==> src/rtl/game_pkg.sv <==
// Shared types and constants for the reaction-game round controller and its timer.
// Pure definitions; no latency or backpressure of its own.
package game_pkg;

  typedef enum logic [1:0] {
    ST_IDLE = 2'd0,
    ST_RUN  = 2'd1,
    ST_WIN  = 2'd2,
    ST_FAIL = 2'd3
  } state_t;

  // Fibonacci taps 8,6,5,4 expressed as bit positions 7,5,4,3
  localparam logic [7:0] LFSR_TAPS = 8'hB8;

  localparam int TICK_PERIOD_DEF = 5001;

  function automatic logic [7:0] lfsr_next(input logic [7:0] cur);
    return {cur[6:0], ^(cur & LFSR_TAPS)};
  endfunction

endpackage

==> src/rtl/btn_sync_edge.sv <==
// 2-FF synchronizer plus rising-edge detector for asynchronous push buttons.
// Pulse appears 2 clocks after the raw edge is first sampled; no backpressure.
module btn_sync_edge #(
  parameter int W = 1
) (
  input  logic         clock,
  input  logic         reset,
  input  logic [W-1:0] raw,
  output logic [W-1:0] pulse
);

  logic [W-1:0] sync_a;
  logic [W-1:0] sync_b;
  logic [W-1:0] sync_prev;

  always_ff @(posedge clock) begin
    if (reset) begin
      sync_a    <= '0;
      sync_b    <= '0;
      sync_prev <= '0;
    end else begin
      sync_a    <= raw;
      sync_b    <= sync_a;
      sync_prev <= sync_b;
    end
  end

  assign pulse = sync_b & ~sync_prev;

endmodule

==> src/rtl/game_ctrl.sv <==
// Round controller: drives timer start/miss, lights a one-hot target and scores presses.
// Press acts 3 clocks after the raw edge; presses during lockout or penalty are dropped.
module game_ctrl
  import game_pkg::*;
#(
  parameter int         N_BTN       = 4,
  parameter int         TICK_PERIOD = TICK_PERIOD_DEF,
  parameter int         MISS_HOLD   = 5001,
  parameter int         LOCKOUT     = 250000,
  parameter int         WIN_SCORE   = 20,
  parameter logic [7:0] LFSR_SEED   = 8'hA5
) (
  input  logic             clock,
  input  logic             reset,
  input  logic             btn_start,
  input  logic [N_BTN-1:0] btn_hit,
  input  logic             game_fail_in,
  input  logic [22:0]      timer_in,
  output logic             start,
  output logic             miss,
  output logic [N_BTN-1:0] target,
  output logic [7:0]       score,
  output logic             game_win,
  output logic [1:0]       state
);

  localparam int IDX_W  = (N_BTN > 1) ? $clog2(N_BTN) : 1;
  // The timer only samples miss once per tick, so never hold it for less than a tick
  localparam int HOLD   = (MISS_HOLD > TICK_PERIOD) ? MISS_HOLD : TICK_PERIOD;
  localparam int MISS_W = (HOLD > 0) ? $clog2(HOLD + 1) : 1;
  localparam int LOCK_W = (LOCKOUT > 0) ? $clog2(LOCKOUT + 1) : 1;

  state_t             st, st_nxt;
  logic               start_pulse;
  logic [N_BTN-1:0]   hit_pulse;
  logic [7:0]         lfsr;
  logic [IDX_W-1:0]   idx, idx_new, lfsr_idx;
  logic [MISS_W-1:0]  miss_cnt;
  logic [LOCK_W-1:0]  lock_cnt;
  logic [7:0]         score_r;
  logic [N_BTN-1:0]   tgt_oh;
  logic               armed, eval, hit_ok, hit_wrong;
  logic               unused_timer;

  assign unused_timer = ^timer_in;

  btn_sync_edge #(.W(1)) u_sync_start (
    .clock (clock),
    .reset (reset),
    .raw   (btn_start),
    .pulse (start_pulse)
  );

  btn_sync_edge #(.W(N_BTN)) u_sync_hit (
    .clock (clock),
    .reset (reset),
    .raw   (btn_hit),
    .pulse (hit_pulse)
  );

  assign tgt_oh    = N_BTN'(1) << idx;
  assign armed     = (lock_cnt == '0) && (miss_cnt == '0);
  // A same-cycle timer failure wins over any press
  assign eval      = (st == ST_RUN) && armed && (|hit_pulse) && !game_fail_in;
  assign hit_ok    = eval && (hit_pulse == tgt_oh);
  assign hit_wrong = eval && (hit_pulse != tgt_oh);

  assign lfsr_idx  = lfsr[IDX_W-1:0];
  assign idx_new   = (lfsr_idx == idx) ? idx + IDX_W'(1) : lfsr_idx;

  always_comb begin
    st_nxt   = st;
    start    = 1'b0;
    miss     = 1'b0;
    target   = '0;
    game_win = 1'b0;
    case (st)
      ST_IDLE: begin
        target = tgt_oh;
        if (start_pulse) st_nxt = ST_RUN;
      end
      ST_RUN: begin
        start  = 1'b1;
        miss   = (miss_cnt != '0);
        target = tgt_oh;
        if (game_fail_in)                 st_nxt = ST_FAIL;
        else if (score_r == 8'(WIN_SCORE)) st_nxt = ST_WIN;
      end
      ST_WIN:  game_win = 1'b1;
      default: ;
    endcase
  end

  always_ff @(posedge clock) begin
    if (reset) begin
      st       <= ST_IDLE;
      lfsr     <= LFSR_SEED;
      idx      <= '0;
      miss_cnt <= '0;
      lock_cnt <= '0;
      score_r  <= '0;
    end else begin
      st   <= st_nxt;
      lfsr <= lfsr_next(lfsr);

      if (st_nxt != ST_RUN)     miss_cnt <= '0;
      else if (hit_wrong)       miss_cnt <= MISS_W'(HOLD);
      else if (miss_cnt != '0)  miss_cnt <= miss_cnt - MISS_W'(1);

      if (hit_ok || hit_wrong)  lock_cnt <= LOCK_W'(LOCKOUT);
      else if (lock_cnt != '0)  lock_cnt <= lock_cnt - LOCK_W'(1);

      if (hit_ok) begin
        idx <= idx_new;
        if (score_r != 8'hFF) score_r <= score_r + 8'd1;
      end
    end
  end

  assign score = score_r;
  assign state = st;

endmodule
==> config.mk <==
export PLATFORM = sky130hd
export DESIGN_NAME = game_ctrl
export DESIGN_NICKNAME = d
export VERILOG_FILES = /design/src/rtl/game_pkg.sv /design/src/rtl/btn_sync_edge.sv /design/src/rtl/game_ctrl.sv
export SDC_FILE = /design/constraint.sdc
export NUM_CORES = 1
export LEC_CHECK = 0
export BUFFER_PORTS_ARGS = -buffer_cell sky130_fd_sc_hd__clkbuf_2
export CAP_MARGIN = 0
export CORE_ASPECT_RATIO = 1.1
export CORE_MARGIN = 4
export CORE_UTILIZATION = 31
export CTS_BUF_LIST = sky130_fd_sc_hd__clkbuf_8 sky130_fd_sc_hd__clkbuf_16
export DETAILED_ROUTE_END_ITERATION = 10
export SYNTH_ARGS = -nofsm -noshare
export SYNTH_HDL_FRONTEND = slang
export SYNTH_HIERARCHICAL = 1
export SYNTH_SLANG_ARGS = --single-unit
==> constraint.sdc <==
create_clock -name clock -period 3.1 [get_ports clock]
set_input_delay 0.31 -clock clock [delete_from_list [all_inputs] [get_ports clock]]
set_output_delay 0.31 -clock clock [all_outputs]
set_load 0.01 [all_outputs]
==> results.toml <==
[floorplan]
core_area_mm2 = 0.00984
rows = 38
die_h_um = 113
die_area_mm2 = 0.0117
initial_core_util_pct = 31.7
die_w_um = 104
num_io_pins = 48

[yosys]
ys_seq_elements = 66
synthCells = 337
synth-edff-count = 0
synth_area_mm2 = 0.00312
yosysWarnings = 6
synth_ff_type = "dfxtp_1"
syn_avg_cell_area_um2 = 9.25
ys_top_cells_by_count = "66 x dfxtp_1, 28 x a21oi_1, 28 x nor2_1, 20 x nor2b_1, 15 x xor2_1"
synth.most_common_cell = "dfxtp_1"
synth_nets = 377
synth_top_area_share_pct = 42.4
yosys.area.top_type = "dfxtp_1"
yosys-top-cells-area = "dfxtp_1 42%, a21oi_1 4.5%, xor2_1 4.2%, nor2b_1 4.0%, xnor2_1 3.7%"
synth_cell_types = 52
synth-seq-area-share_pct = 42.4
synthArstFlopShare_pct = 0

[critical_path]
arrival_ps = 2680
path_max_fanout = 5
end_kind = "flip-flop"
cp_slowest_stage_delay_ps = 690
crit_required_ps = 3300
critPathKind = "flip-flop to flip-flop"
cp_cell_sequence = "inv_1, ha_1, nor3b_1, nand2_1, or4_1, a2111oi_0, nor3_1"
critPathSlowestCell = "or4_1"
start_kind = "flip-flop"

[finish]
area_growth_pct = 15.8
multi_input_area_mm2 = 0.00169
fin_nets = 414
regArea_mm2 = 0.00132
antenna_cells = 0
n_fill_cell = 993
drive_above_1_share_pct = 20.6

[detailed_routing]
routed_wire_length_per_instance_um = 13.0
via_count = 2511
dr.pass1.iters = 4
routed_via_density = 5.03
dr.first_iter.drc_count = 108
drc = 0
wl_mm = 6.47
drtAntennaViolNets = 0

[clocking]
htreeDepth = 3
cts-hold-fix-buffers = 0
cts_buffers = 9
cts_resized = 0
path_clk_slew_ps = 70
clk_latency_ps = 340
cts_tree = "done"
cts.sinks = 66
postCtsSetupBuffers = 0
root_buffer = "clkbuf_8"
cts_max_path_buffers = 2

[pwr]
p_switching_mw = 1.10
finalPower_mw = 2.94
p_leak_nw = 1.40
seq_power_share_pct = 38.3
powerDensity_mw_per_mm2 = 814
sw_frac_of_total_pct = 37.4
cell_internal_pwr_mw = 1.84
ir_drop_v = 0.000385
pwr-share-clk_pct = 25.1
power_frac_comb_pct = 36.5

[timing]
setup_viol = 0
rsz0062_at_grt = "no"
max-slew-margin-rel_pct = 58.5
min_period_ps = 2480
worst_pin_slew_ps = 617
setup_tns_ps = 0
finalCritPeriodShare_pct = 80.0
hold_violations = 0
fin_worst_skew_ps = 8.78
finalMaxSlewViolations = 0
timing.fmax_ghz = 0.403

[place]
portBuffers = 24
dp_hpwl_mm = 4.59
place_congestion = 0.805

[grt]
grt_usage_pct = 11.7
grt-ovfl-total = 0
grt_pass1_vias = 2450
grt_pass1_wl_mm = 11.4
grt_max_degree = 45
antenna_found_initial = 0

[run]
drv_cap = 0

[run_status]
outcome = "finished, final reports clean"

[hold_path]
hold_class = "input port to flip-flop"
[through the flow]
stage	utilization, %	setup slack [ps]	cell area [um^2]	hold slack (ps)	std cells
floorplan	-	867	3120	382	337
global route	36.7	436	3610	163	499
CTS	36.7	618	3610	163	499
finish	36.7	621	3610	180	499
detailed placement	34.6	664	3410	404	483
global placement	34.6	674	3410	396	483
[power by group through the flow]
stage / clock (mW) / combinational, mW / sequential, mW
after floorplan: 0 / 0.845 / 1.11
after global routing: 0.800 / 1.21 / 1.15
after detailed placement: 0 / 1.07 / 1.14
after CTS: 0.767 / 1.08 / 1.12
after global placement: 0 / 1.06 / 1.14
final: 0.739 / 1.07 / 1.13
[placed cells by master (no fill, tap or decap), types with 12 or more instances in the layout]
master,synthesis,final
nor2_1,28,28
xor2_1,15,15
inv_1,13,13
clkbuf_2,0,24
nor2b_1,20,20
xnor2_1,13,13
a21oi_1,28,28
nor3_1,14,14
dfxtp_1,66,66
nor4_1,12,12
[critical path, delay by kind of cell (launching register included)]
family	cells	cell delay, ps
AO/OA/AOI/OAI	1	440
adder cells (fa/ha/maj)	1	170
buffers and inverters	1	60
flip-flops	1	340
AND/OR/NAND/NOR	4	1330
[registers in the layout (all words and copies together) (netlist names), 4 cells and up]
name                  flops
lfsr                      8
lock_cnt                 18
miss_cnt                 13
score                     8
u_sync_hit/sync_a         4
u_sync_hit/sync_b         4
u_sync_hit/sync_prev      4
[kinds of logic (layout without fill, tap and decap cells)]
kind of cell               after synthesis  after routing  share of synthesized area, %
muxes                                    2              2                         0.722
adders and majority gates                9              9                          3.61
xor gates and xnor gates                28             28                          7.87
DFF                                     66             66                          42.4
and+or+nand+nor                        155            155                          30.6
AOI/OAI and AO/OA                       56             56                          11.4
buffers and inverters                   21             63                          3.37
[final cells by class]
cell class / count / area share [%]
well taps: 120 / 4.16
clock inverters: 6 / 1.84
flip-flops and latches: 66 / 36.6
clock buffers: 10 / 3.81
repair buffers: 34 / 5.41
inverters: 13 / 1.35
multi-input cells: 250 / 46.8
[final timing paths]
check / start / endpoint / slack, ps / cells after the start
worst min register to register: lfsr[6] / lfsr[7] / 430 / 1
worst max register to register: miss_cnt[0] / idx[1] / 620 / 7
worst max-delay path: miss_cnt[0] / idx[1] / 620 / 7
worst min-delay path: btn_hit[2] / u_sync_hit/sync_a[2] / 180 / 2
[per-layer routing]
metal / vias up / global-route usage [%] / wire [um]
met4: 0 / 5.94 / 128
met3: 13 / 2.51 / 213
met2: 42 / 20.3 / 3150
met1: 1178 / 13.6 / 2980
li1: 1278 / - / -
met5: - / 0 / 0
No activity file was read; power rests on OpenSTA's default activity.
